## config.mk

```make
export PLATFORM = sky130hd
export DESIGN_NAME = fifo_word_packer
export DESIGN_NICKNAME = d
export VERILOG_FILES = /design/src/rtl/fifo_word_packer.sv
export SDC_FILE = /design/constraint.sdc
export NUM_CORES = 1
export LEC_CHECK = 0
export BUFFER_PORTS_ARGS = -buffer_cell sky130_fd_sc_hd__buf_4
export CAP_MARGIN = 20
export CELL_PAD_IN_SITES_DETAIL_PLACEMENT = 1
export CELL_PAD_IN_SITES_GLOBAL_PLACEMENT = 1
export CORE_MARGIN = 2
export CORE_UTILIZATION = 34
export DETAILED_ROUTE_END_ITERATION = 10
export HOLD_SLACK_MARGIN = 0.03
export MAX_ROUTING_LAYER = met4
export PLACE_DENSITY = 0.85
export SLEW_MARGIN = 30
export SYNTH_ARGS = -nofsm -noshare
export SYNTH_HDL_FRONTEND = slang
export SYNTH_SLANG_ARGS = --single-unit
```

## constraint.sdc

```tcl
create_clock -name rd_clk -period 1.5 [get_ports rd_clk]
set_input_delay 0.3 -clock rd_clk [delete_from_list [all_inputs] [get_ports rd_clk]]
set_output_delay 0.3 -clock rd_clk [all_outputs]
set_load 0.01 [all_outputs]
```

## src/rtl/fifo_word_packer.sv

```systemverilog
// Drains a first-word-fall-through byte FIFO and packs BPW consecutive bytes into one word on a valid/ready port.
// Define PACKER_FLUSH_EN to flush a partial word after TIMEOUT_CYC idle cycles.
module fifo_word_packer #(
    parameter int BPW         = 4,
    parameter int TIMEOUT_CYC = 16
) (
    input  logic               rd_clk,
    input  logic               reset,
    input  logic               fifo_empty,
    input  logic [7:0]         fifo_data,
    output logic               fifo_rd,
    output logic [8*BPW-1:0]   word_out,
    output logic               word_valid,
    input  logic               word_ready,
    output logic [3:0]         word_bytes
);

    localparam int CW = $clog2(BPW);
    localparam logic [CW-1:0] LAST_LANE = CW'(BPW - 1);

    typedef enum logic {
        FILL = 1'b0,
        HOLD = 1'b1
    } state_e;

    state_e             state_q, state_d;
    logic [CW-1:0]      cnt_q, cnt_d;
    logic [8*BPW-1:0]   word_q, word_d;

`ifdef PACKER_FLUSH_EN
    logic [7:0]         idle_q, idle_d;
    logic [3:0]         bytes_q, bytes_d;
`else
    logic [7:0]         timeout_unused;
    assign timeout_unused = 8'(TIMEOUT_CYC);
`endif

    // NOTE: every variable gets its hold value before the case so no path leaves it unassigned (no latches).
    always_comb begin
        state_d = state_q;
        cnt_d   = cnt_q;
        word_d  = word_q;
`ifdef PACKER_FLUSH_EN
        idle_d  = idle_q;
        bytes_d = bytes_q;
`endif
        // The FIFO has no underflow guard, so the pop must never fire while it is empty.
        fifo_rd = (state_q == FILL) && !fifo_empty && !reset;

        case (state_q)
            FILL: begin
                if (fifo_rd) begin
                    for (int i = 0; i < BPW; i++) begin
                        if (cnt_q == CW'(i)) word_d[8*i +: 8] = fifo_data;
                    end
`ifdef PACKER_FLUSH_EN
                    idle_d = '0;
`endif
                    if (cnt_q == LAST_LANE) begin
                        cnt_d   = '0;
                        state_d = HOLD;
`ifdef PACKER_FLUSH_EN
                        bytes_d = 4'(BPW);
`endif
                    end else begin
                        cnt_d = cnt_q + CW'(1);
                    end
                end
`ifdef PACKER_FLUSH_EN
                else if (cnt_q != '0) begin
                    // The idle cycle that brings the count to TIMEOUT_CYC is the one that flushes.
                    if (idle_q == 8'(TIMEOUT_CYC - 1)) begin
                        state_d = HOLD;
                        cnt_d   = '0;
                        bytes_d = 4'(cnt_q);
                        idle_d  = '0;
                    end else begin
                        idle_d = idle_q + 8'd1;
                    end
                end
`endif
            end

            HOLD: begin
                if (word_ready) begin
                    state_d = FILL;
                    word_d  = '0;
                end
            end

            default: state_d = FILL;
        endcase
    end

    // NOTE: state registers use non-blocking assignment so all flops update together at the edge.
    always_ff @(posedge rd_clk) begin
        if (reset) begin
            state_q <= FILL;
            cnt_q   <= '0;
            word_q  <= '0;
`ifdef PACKER_FLUSH_EN
            idle_q  <= '0;
            bytes_q <= 4'(BPW);
`endif
        end else begin
            state_q <= state_d;
            cnt_q   <= cnt_d;
            word_q  <= word_d;
`ifdef PACKER_FLUSH_EN
            idle_q  <= idle_d;
            bytes_q <= bytes_d;
`endif
        end
    end

    assign word_out   = word_q;
    assign word_valid = (state_q == HOLD);
`ifdef PACKER_FLUSH_EN
    assign word_bytes = bytes_q;
`else
    assign word_bytes = 4'(BPW);
`endif

endmodule
```

Word-level counts from Yosys, hierarchy flattened
Cells that the tools add are included.

storage, ports and cells
  input bits = 12
  register bits = 35
  word-level logic and storage cells = 39
  output and inout bits = 38

cells by class
  add/sub/neg operators = 1
  equality and inequality tests = 9
  muxes and demuxes = 12
  reductions and logical operators = 10
  bitwise operators = 1

operators with widths
  cell                                                                      count
  32-bit two-way mux                                                        2
  32-bit one-hot mux with 2 select lines                                    1
  8-bit two-way mux                                                         4
  3-bit AND reduction                                                       4
  2-bit by 1-bit inequality test with 1-bit output (second input constant)  4
  2-bit == test (second input constant)                                     2
  2-bit inequality test (second input constant)                             2
  1-bit two-way mux                                                         3
  2-bit by 1-bit adder with 2-bit output (second input constant)            1
  2-bit by 1-bit == test with 1-bit output (second input constant)          1
  1-bit logical AND                                                         2
  1-bit zero test                                                           2
  2-bit zero test                                                           1
  2-bit two-way mux                                                         1
  1-bit one-hot mux with 2 select lines                                     1
  2-bit AND reduction                                                       1
  1-bit inverter                                                            1

Longest topological paths before layout
Gate-level depths: netlist of run 1.

  depth after elaboration = 5
  gate-level depth with buffers = 7
  depth with buffers taken out = 5

Worst setup path before layout of run 1
Ideal clock, no wire load.

  path kind = reg2reg
  start = register state_q, in the netlist word_valid
  end = register word_q[14], in the netlist word_out[14]
  period minus slack after synthesis = 1.504 ns
  slack = -0.004 ns
  buffers on the path = 3
  library setup time = 0.122 ns
  required time = 1.378 ns
  stages on the path, launching flop included = 7
  data arrival time = 1.381 ns
  cells stage by stage = dfxtp_1 buf_6 or4b_1 buf_6 buf_12 nand3_1 o21ai_1

between the ends
  word-level cells in the longest chain between the ends = 5
  elaborated cells between the ends (all ways) = 8
  those cells by class = eq/ne (3); mux (1); bitwise (1); reduce/logical (3)

RTL lines
  what                                    line  RTL
  from (decl)                             26    state_e state_q, state_d;
  from (signal assigned)                  106   state_q <= state_d;
  1-bit inverter (no source line)         n/a
  1-bit logical AND (2 in a row)          48    fifo_rd = (state_q == FILL) && !fifo_empty && !reset;
  2-bit inequality test (no source line)  n/a
  3-bit AND reduction (no source line)    n/a
  to (signal assigned)                    108   word_q <= word_d;
  to (decl)                               28    logic [8*BPW-1:0] word_q, word_d;

Parallel ways exist; a longest one is shown, timed or not.
A chain may end at the register's enable or synchronous reset.

Final worst setup path of run 1
  start = register cnt_q[0]
  end = register word_q[6], in the netlist word_out[6]

between the ends
  word-level cells in the longest chain between the ends = 3

RTL lines
  what                                                               line  RTL
  from (decl)                                                        27    logic [CW-1:0] cnt_q, cnt_d;
  from (signal assigned)                                             107   cnt_q <= cnt_d;
  2-bit zero test                                                    54    if (cnt_q == CW'(i)) word_d[8*i +: 8] = fifo_data;
  2-bit by 1-bit inequality test with 1-bit output (no source line)  n/a
  3-bit AND reduction (no source line)                               n/a

Every way passes these cells.

==> results.cfg, run 1 <==
[logic_synthesis]
syn_area_per_cell_um2 = 10.5
synthAdderAreaFrac_pct = 3.23
syn_area_um2 = 1550
synth_top_area_share_pct = 45.2
synth_seq_cells = 35
yosysWarningCount = 0
yosysTopAreaCell = dfxtp_1
yosys.area_share.simple_pct = 20.3
synth-compound-area-share_pct = 19.1
synthTopCellsByArea = dfxtp_1 45%, o21ai_2 16%, nand3_1 8.1%
synth_mux_area_share_pct = 0
synth_top_family_by_area = simple AND/OR/NAND/NOR gates
ys_seq_area_share_pct = 45.2
netlist_instances = 147
yosys.area_share.xor_xnor_pct = 0
synth_cell_types = 24

[power]
power.density_nw_per_um2 = 870
p_leak_nw = 0.904
ir_worst_vdd_mv = 0.466
pwr-share-seq_pct = 51.1
p_sw_share_pct = 26.9
pwr-share-comb_pct = 14.1
power.internal_mw = 1.40
switchingPower_mw = 0.515
p_clk_share_pct = 34.7

[final_layout]
final_cell_mix = 49 x buf_4, 32 x dfxtp_1, 29 x o21ai_2
syn_to_final_growth_pct = 42.0
finalNetCount = 213
fillers = 469
final_common_cell = buf_4
drive_above_1_share_pct = 66.7
antenna_cells = 0
stdcell_count = 250

[place]
hpwl_um = 2510
portBuffers = 45
gp_congestion = 0.830
placedCellCount = 237
dp_slack_ns = -0.0491

[clock_network]
cts_buffers = 5
clk_latency_ns = 0.29
ctsHoldBuffers = 0
tritoncts = built
htreeDepth = 2
cts_num_sinks = 35
clockRootBuffer = clkbuf_8
clk_path_buf_depth = 2
clk_pin_slew_ns = 0.07

[setup_path]
cp.arrival_ns = 1.66
setup.worst_path.class = reg -> reg
reg2reg_from = cnt_q[0]
rrSetupSlack_ns = 0.006
critical_path_required_ns = 1.67
critPathCaptureType = flip-flop
rr_worst_depth = 6
r2r-end = word_out[6]
critPathLaunchType = flip-flop
crit_path_max_fanout = 8

[status]
status = completed

[drt]
postRouteAntennaNets = 0
drc = 0
drtIter0Drc = 48
wl_per_cell_um = 16.0
vias = 1243
totalWireLength_um = 4010
drt_first_pass_iters = 3
drt-vias-per-instance = 4.97

[grt]
grt_pass1_wl_um = 5640
grt_usage_pct = 14.8
grt_max_degree = 33
first_global_vias = 1148
antenna_found_initial = 0
gr-total-overflow = 0

[timing]
fin_worst_skew_ns = 0.00648
finalSetupViolations = 0
post-route-min-period_ns = 1.49
final_max_slew_viol_count = 0
fmax_mhz = 669
postLayoutSetupSlackWorst_ns = 0.00552
timing.hold.ws_ns = 0.350
rsz0062_at_grt = yes
hold_violations = 0
min_period_over_period_pct = 99.6

[floorplanning]
dieHeight_um = 71.5
rows = 24
dieWidth_um = 71.5
start_util_pct = 35.4
die_area_um2 = 5120
io_pins = 50
core-area_um2 = 4380

[min_path]
hp-start = reset
hold-path-cell-count = 3
hold_end = cnt_q[0]
hp-class = in -> reg

[job]
cap_viol_max_count = 0
sequential cells by signal (all words and copies together) (netlist names):
| name | count |
|---|---|
| cnt_q | 2 |
| word_out | 32 |
| word_valid | 1 |
kinds of logic after synthesis:
kind of cell             count (synthesis)
buffers and inverters                   20
flip-flops                              35
other                                    2
AO/OA/AOI/OAI                           37
AND/OR/NAND/NOR                         49
adder cells (fa/ha/maj)                  4
power groups by stage:
stage          Clock [mW]  Sequential (mW)  Combinational [mW]
2_1_floorplan           0             1.00               0.131
3_3_place_gp            0            0.996               0.211
3_5_place_dp            0            0.997               0.216
4_1_cts             0.683            0.976               0.222
5_1_grt             0.715            0.982               0.295
6_report            0.665            0.979               0.270
area by class of cell:
class,count,area [um2],share of cell area (%)
multi-input combinational,94,791,35.9
inverter,3,11.3,0.512
tap,52,65.1,2.96
clock inverter,3,15.0,0.682
sequential,35,709,32.2
timing repair buffer,58,541,24.6
clock buffer,5,68.8,3.13
metal layers:
layer  vias up  global-route usage, %  wire length [um]  part of all wire (%)
li1        610                      -                 -                     -
met1       592                   17.2              1640                    41
met5         -                      -                 0                     0
met2        31                   24.1              2050                    51
met4         0                   5.45               108                   2.7
met3        10                   4.36               204                   5.1
synthesized netlist by cell type:
master / n
nand3_1: 25
conb_1: 2
nand3_2: 7
buf_12: 3
o31ai_1: 1
nand2b_1: 8
dfxtp_1: 35
or4_2: 1
buf_2: 1
buf_6: 5
nor2_1: 1
o21ai_2: 29
o21ai_0: 1
inv_1: 3
ha_1: 4
nor3b_1: 1
clkbuf_1: 3
o21ai_1: 3
a21oi_1: 3
buf_4: 4
nor3_1: 1
or4b_1: 4
nand2_1: 1
clkbuf_4: 1
worst max-delay path: stages, from the launching register on:
cell	delay (ns)
dfxtp_4	0.36
inv_2	0.06
ha_1	0.14
or4b_4	0.50
buf_12	0.17
nand3_2	0.07
o21ai_2	0.06
timing repair:
action	in CTS	in global routing
pin swaps	1	1
buffers inserted	0	3
endpoints found under the setup margin	20	33
cloned	0	2
resized for setup	5	40
metrics by stage:
stage / cell area [um2] / power [mW] / setup TNS [ns] / utilization [%]
2_1_floorplan: 1560 / 1.13 / 0 / -
3_3_place_gp: 1870 / 1.21 / -0.0720 / 42.6
3_5_place_dp: 1870 / 1.21 / -0.293 / 42.6
4_1_cts: 1970 / 1.88 / 0 / 44.9
5_1_grt: 2200 / 1.99 / -0.853 / 50.2
6_report: 2200 / 1.91 / 0 / 50.2
worst max-delay path by stage:
stage | start | end | cells past startpoint
floorplan | word_valid | word_out[30] | 6
global route | cnt_q[0] | word_out[17] | 6
detailed placement | cnt_q[0] | word_out[29] | 5
finish | cnt_q[0] | word_out[6] | 6
CTS | cnt_q[0] | word_out[22] | 6
global placement | cnt_q[0] | word_out[29] | 5
No activity file was read; power rests on OpenSTA's default activity.
==> run 2: changes to the inputs <==
CORE_ASPECT_RATIO = 0.75   (was unset)
SKIP_LAST_GASP = 1   (was unset)
==> run 2 against run 1 <==
- the run now ends with negative setup slack left
- sequential power hardly changed
- hold slack gained 0.0097 ns
- utilization down 2.9 points
- flip-flop and latch count unchanged
- final cell count grew 0.40%
- cell area is 5.1% lower
- clock power increased by 1%
- critical path depth did not move
- wire length up 9.8%
- largest power group unchanged
==> results.cfg, run 2 (synthesized netlist as in run 1, its figures left out) <==
[grt]
grt_usage_pct = 16.4
gr-total-overflow = 0
grt_pass1_wl_um = 6210
first_global_vias = 1236
antenna_found_initial = 0
grt_max_degree = 33

[setup_path]
slowest_delay_ns = 0.49
critPathLaunchType = flip-flop
crit_chain = inv_2 > ha_1 > or4b_4 > buf_12 > nand3_1 > o21ai_2
setup.worst_path.class = reg -> reg
critPathCaptureType = flip-flop
crit_path_max_fanout = 16
cp.arrival_ns = 1.70
critical_path_required_ns = 1.67
critPathSlowestCell = or4b_4

[power]
p_leak_nw = 0.870
ir_worst_vdd_mv = 0.409
total_power_mw = 1.92
power.density_nw_per_um2 = 920

[timing]
final_max_slew_viol_count = 0
post-route-min-period_ns = 1.54
timing.hold.ws_ns = 0.360
finalSetupViolations = 14
fmax_mhz = 651
min_period_over_period_pct = 102
finalSetupTns_ns = -0.248
hold_violations = 0
rsz0062_at_grt = yes
postLayoutSetupSlackWorst_ns = -0.0352
fin_worst_skew_ns = 0.00321

[clock_network]
clk_pin_slew_ns = 0.07
clockRootBuffer = clkbuf_8
cts_num_sinks = 35
cts_buffers = 5
tritoncts = built
ctsHoldBuffers = 0
htreeDepth = 2
clk_latency_ns = 0.28
clk_path_buf_depth = 2

[final_layout]
syn_to_final_growth_pct = 34.7
final_cell_mix = 49 x buf_4, 32 x dfxtp_1, 29 x o21ai_2
finalNetCount = 210
largest_reg_flops = 32
final_common_cell = buf_4
fillers = 503
drive_above_1_share_pct = 58.8
final_util_pct = 47.3
antenna_cells = 0

[job]
cap_viol_max_count = 0

[floorplanning]
dieHeight_um = 62.5
die_area_um2 = 5120
start_util_pct = 35.1
dieWidth_um = 82.0
core-area_um2 = 4410
io_pins = 50
rows = 21

[place]
portBuffers = 45
hpwl_um = 2740
gp_congestion = 0.778
dp_slack_ns = -0.0549

[drt]
wl_per_cell_um = 17.5
drt-vias-per-instance = 5.00
drt_first_pass_iters = 4
postRouteAntennaNets = 0
drc = 0
drtIter0Drc = 34
totalWireLength_um = 4400
vias = 1255

[min_path]
hp-class = in -> reg

[status]
status = finished, violations left
violations = negative setup slack
[run 2: worst paths after layout]
path,cells past startpoint,from,slack [ns],endpoint
worst max-delay path,6,cnt_q[0],-0.04,word_out[23]
worst max register to register,6,cnt_q[0],-0.04,word_out[23]
worst min-delay path,4,word_ready,0.36,word_valid
worst min register to register,2,word_out[15],0.46,word_out[15]
[run 2: metal layers]
| layer | vias to the layer above | GRT usage, % | share of wire [%] |
|---|---|---|---|
| li1 | 603 | - | - |
| met1 | 606 | 20.4 | 43 |
| met2 | 38 | 26.3 | 50 |
| met3 | 8 | 5.20 | 5.0 |
| met4 | 0 | 3.13 | 1.5 |
| met5 | - | - | 0 |
[run 2: cell type report]
| cell class | count | area [um2] | share of cell area (%) |
|---|---|---|---|
| Multi-Input combinational cell | 94 | 723 | 34.6 |
| Sequential cell | 35 | 707 | 33.9 |
| Timing Repair Buffer | 55 | 488 | 23.4 |
| Clock buffer | 6 | 82.6 | 3.95 |
| Tap cell | 57 | 71.3 | 3.42 |
| Inverter | 3 | 11.3 | 0.539 |
| Clock inverter | 1 | 5.00 | 0.240 |
[run 2: stage by stage]
step,cells,instance area (um2)
6_report,251,2090
5_1_grt,251,2090
4_1_cts,249,1990
3_5_place_dp,242,1870
3_3_place_gp,242,1870
2_1_floorplan,149,1560
[run 2: power breakdown]
part,switching (mW),leakage (nW),internal [mW]
clock,0.313,0.0470,0.360
sequential,0.0229,0.285,0.957
combinational,0.149,0.538,0.120
[run 2: timing repair]
action | 4_1_cts | 5_1_grt
setup buffers | 0 | 1
gates resized for setup | 8 | 19
endpoints found under the setup margin | 29 | 34
cloned | 0 | 1
[run 2: worst max-delay path: cells and delay by family (launching register included)]
kind,cells,cell delay (ns)
flops,1,0.36
compound gates,1,0.05
buf+inv,2,0.24
fa+ha+maj,1,0.18
simple gates,2,0.59
==> run 3: changes to the inputs <==
ABC_AREA = 1   (was unset)
CORE_UTILIZATION = 32   (was 34)
==> run 3 against run 2 <==
- the run now ends clean
- combinational power rose by 26%
- via count is 25% higher
- global-route usage down 0.17 points
- largest power group unchanged
- die area increased by 14%
==> results.cfg, run 3 <==
[place]
placedCellCount = 346
portBuffers = 45
hpwl_um = 3260
dp_slack_ns = -0.00267
gp_congestion = 0.740

[power]
power.density_nw_per_um2 = 900
p_clk_share_pct = 32.0
pwr-share-seq_pct = 50.7
p_leak_nw = 1.11
p_sw_share_pct = 27.4
power.internal_mw = 1.42
pwr-share-comb_pct = 17.3
switchingPower_mw = 0.536
ir_worst_vdd_mv = 0.466

[min_path]
hp-class = in -> reg

[final_layout]
antenna_cells = 0
drive_above_1_share_pct = 25.0
fillers = 645
final_cell_mix = 54 x nand2_1, 52 x buf_4, 49 x nor2_1
stdcell_count = 356
finalNetCount = 301
largest_reg_flops = 32
syn_to_final_growth_pct = 29.0
final_common_cell = nand2_1

[grt]
first_global_vias = 1491
grtUsageMet3_pct = 3.72
gr-total-overflow = 0
grtUsageMet2_pct = 24.3
grtUsageMet1_pct = 22.5
grt-busiest-layer = met2
antenna_found_initial = 0
grt_pass1_wl_um = 7210
grt_max_degree = 46
grt_usage_pct = 16.3

[setup_path]
critPathSlowestCell = dfxtp_2
crit_chain = nor3_1 > buf_4
critPathLaunchType = flip-flop
critical_path_required_ns = 1.20
setup.worst_path.class = reg -> out
cp.arrival_ns = 1.09
critPathCaptureType = primary output
slowest_delay_ns = 0.37
crit_path_max_fanout = 8

[drt]
vias = 1565
drtIter0Drc = 57
wl_per_cell_um = 12.7
drt-vias-per-instance = 4.40
drc = 0
postRouteAntennaNets = 0
drt_first_pass_iters = 4
totalWireLength_um = 4530

[clock_network]
clk_latency_ns = 0.28
htreeDepth = 2
tritoncts = built
clk_pin_slew_ns = 0.07
cts_buffers = 5
cts_num_sinks = 35
clk_path_buf_depth = 2
clockRootBuffer = clkbuf_8

[logic_synthesis]
synth_seq_cells = 35
ys_seq_area_share_pct = 41.6
synth_cell_types = 23
synth-edff-count = 0
netlist_instances = 236
yosysMostFrequentCell = nand2_1
syn_area_per_cell_um2 = 7.13
syn_area_um2 = 1680
synthFlopType = dfxtp_1
synthTopCellsByArea = dfxtp_1 42%, nand2_1 12%, nor2_1 11%
yosysTopAreaCell = dfxtp_1
yosysWarningCount = 0
synth_top_area_share_pct = 41.6
async_flop_share_pct = 0
ys_top_cells_by_count = 54 x nand2_1, 50 x nor2_1, 35 x dfxtp_1, 22 x a21oi_1

[timing]
postLayoutSetupSlackWorst_ns = 0.112
min_period_over_period_pct = 92.6
finalSetupViolations = 0
finalSetupTns_ns = 0
post-route-min-period_ns = 1.39
final_max_slew_viol_count = 0
hold_violations = 0
fmax_mhz = 720
fin_worst_skew_ns = 0.00346
timing.hold.ws_ns = 0.216

[status]
status = completed

[floorplanning]
io_pins = 50
die_area_um2 = 5860
start_util_pct = 33.8
dieWidth_um = 87.7
rows = 22
dieHeight_um = 66.8
core-area_um2 = 4980

[job]
cap_viol_max_count = 0
==> run 3: cells by family after synthesis <==
group	Yosys count	share of synthesized area, %
other	2	0.446
flip-flops	35	41.6
AND/OR/NAND/NOR	134	34.4
buffers and inverters	36	12.3
adder cells (fa/ha/maj)	4	2.97
AO/OA/AOI/OAI	25	8.25
==> run 3: metal layers <==
| metal | wire length (um) | part of all wire, % |
|---|---|---|
| met1 | 2300 | 51 |
| met2 | 2040 | 45 |
| met3 | 161 | 3.6 |
| met4 | 34 | 0.75 |
| met5 | 0 | 0 |
==> run 3: repair_timing <==
action / 4_1_cts / 5_1_grt
resized for setup: 1 / 2
setup buffers: 0 / 4
hold buffers: 0 / 0
endpoints found under the setup margin: 2 / 18
pin swaps: 0 / 3
==> run 3: path summary, 6_finish.rpt <==
kind                        to  cells past startpoint          from  slack, ns
setup / recovery       fifo_rd                      2    word_valid       0.11
hold / removal      word_valid                      2         reset       0.22
setup reg to reg   word_out[2]                      7      cnt_q[0]       0.12
hold reg to reg   word_out[18]                      2  word_out[18]       0.49
==> run 3: worst max-delay path, delay by kind of cell, from the launching register on <==
kind | cells | cell delay [ns]
flops | 1 | 0.37
buf+inv | 1 | 0.17
simple gates | 1 | 0.26
==> run 3: power by group through the flow <==
stage	logic [mW]	clock network, mW	registers [mW]
4_1_cts	0.335	0.646	0.991
6_report	0.338	0.626	0.990
5_1_grt	0.379	0.684	0.994
2_1_floorplan	0.198	0	1.02
3_5_place_dp	0.332	0	1.01
3_3_place_gp	0.327	0	1.01
==> run 3: area by class of cell <==
type                    instances  area [um2]  area share, %
flip-flops and latches         35         702           32.3
inverters                      22        85.1           3.92
clock buffers                   6        72.6           3.34
repair buffers                 54         430           19.8
well taps                      72        90.1           4.15
multi-input cells             167         791           36.4
==> run 3: per-stage QoR <==
| stage | util (%) | power, mW | area, um2 |
|---|---|---|---|
| final | 43.6 | 1.95 | 2170 |
| after global routing | 43.6 | 2.06 | 2170 |
| after CTS | 42.9 | 1.97 | 2140 |
| after detailed placement | 41.3 | 1.34 | 2060 |
| after global placement | 41.3 | 1.34 | 2060 |
| after floorplan | - | 1.22 | 1690 |
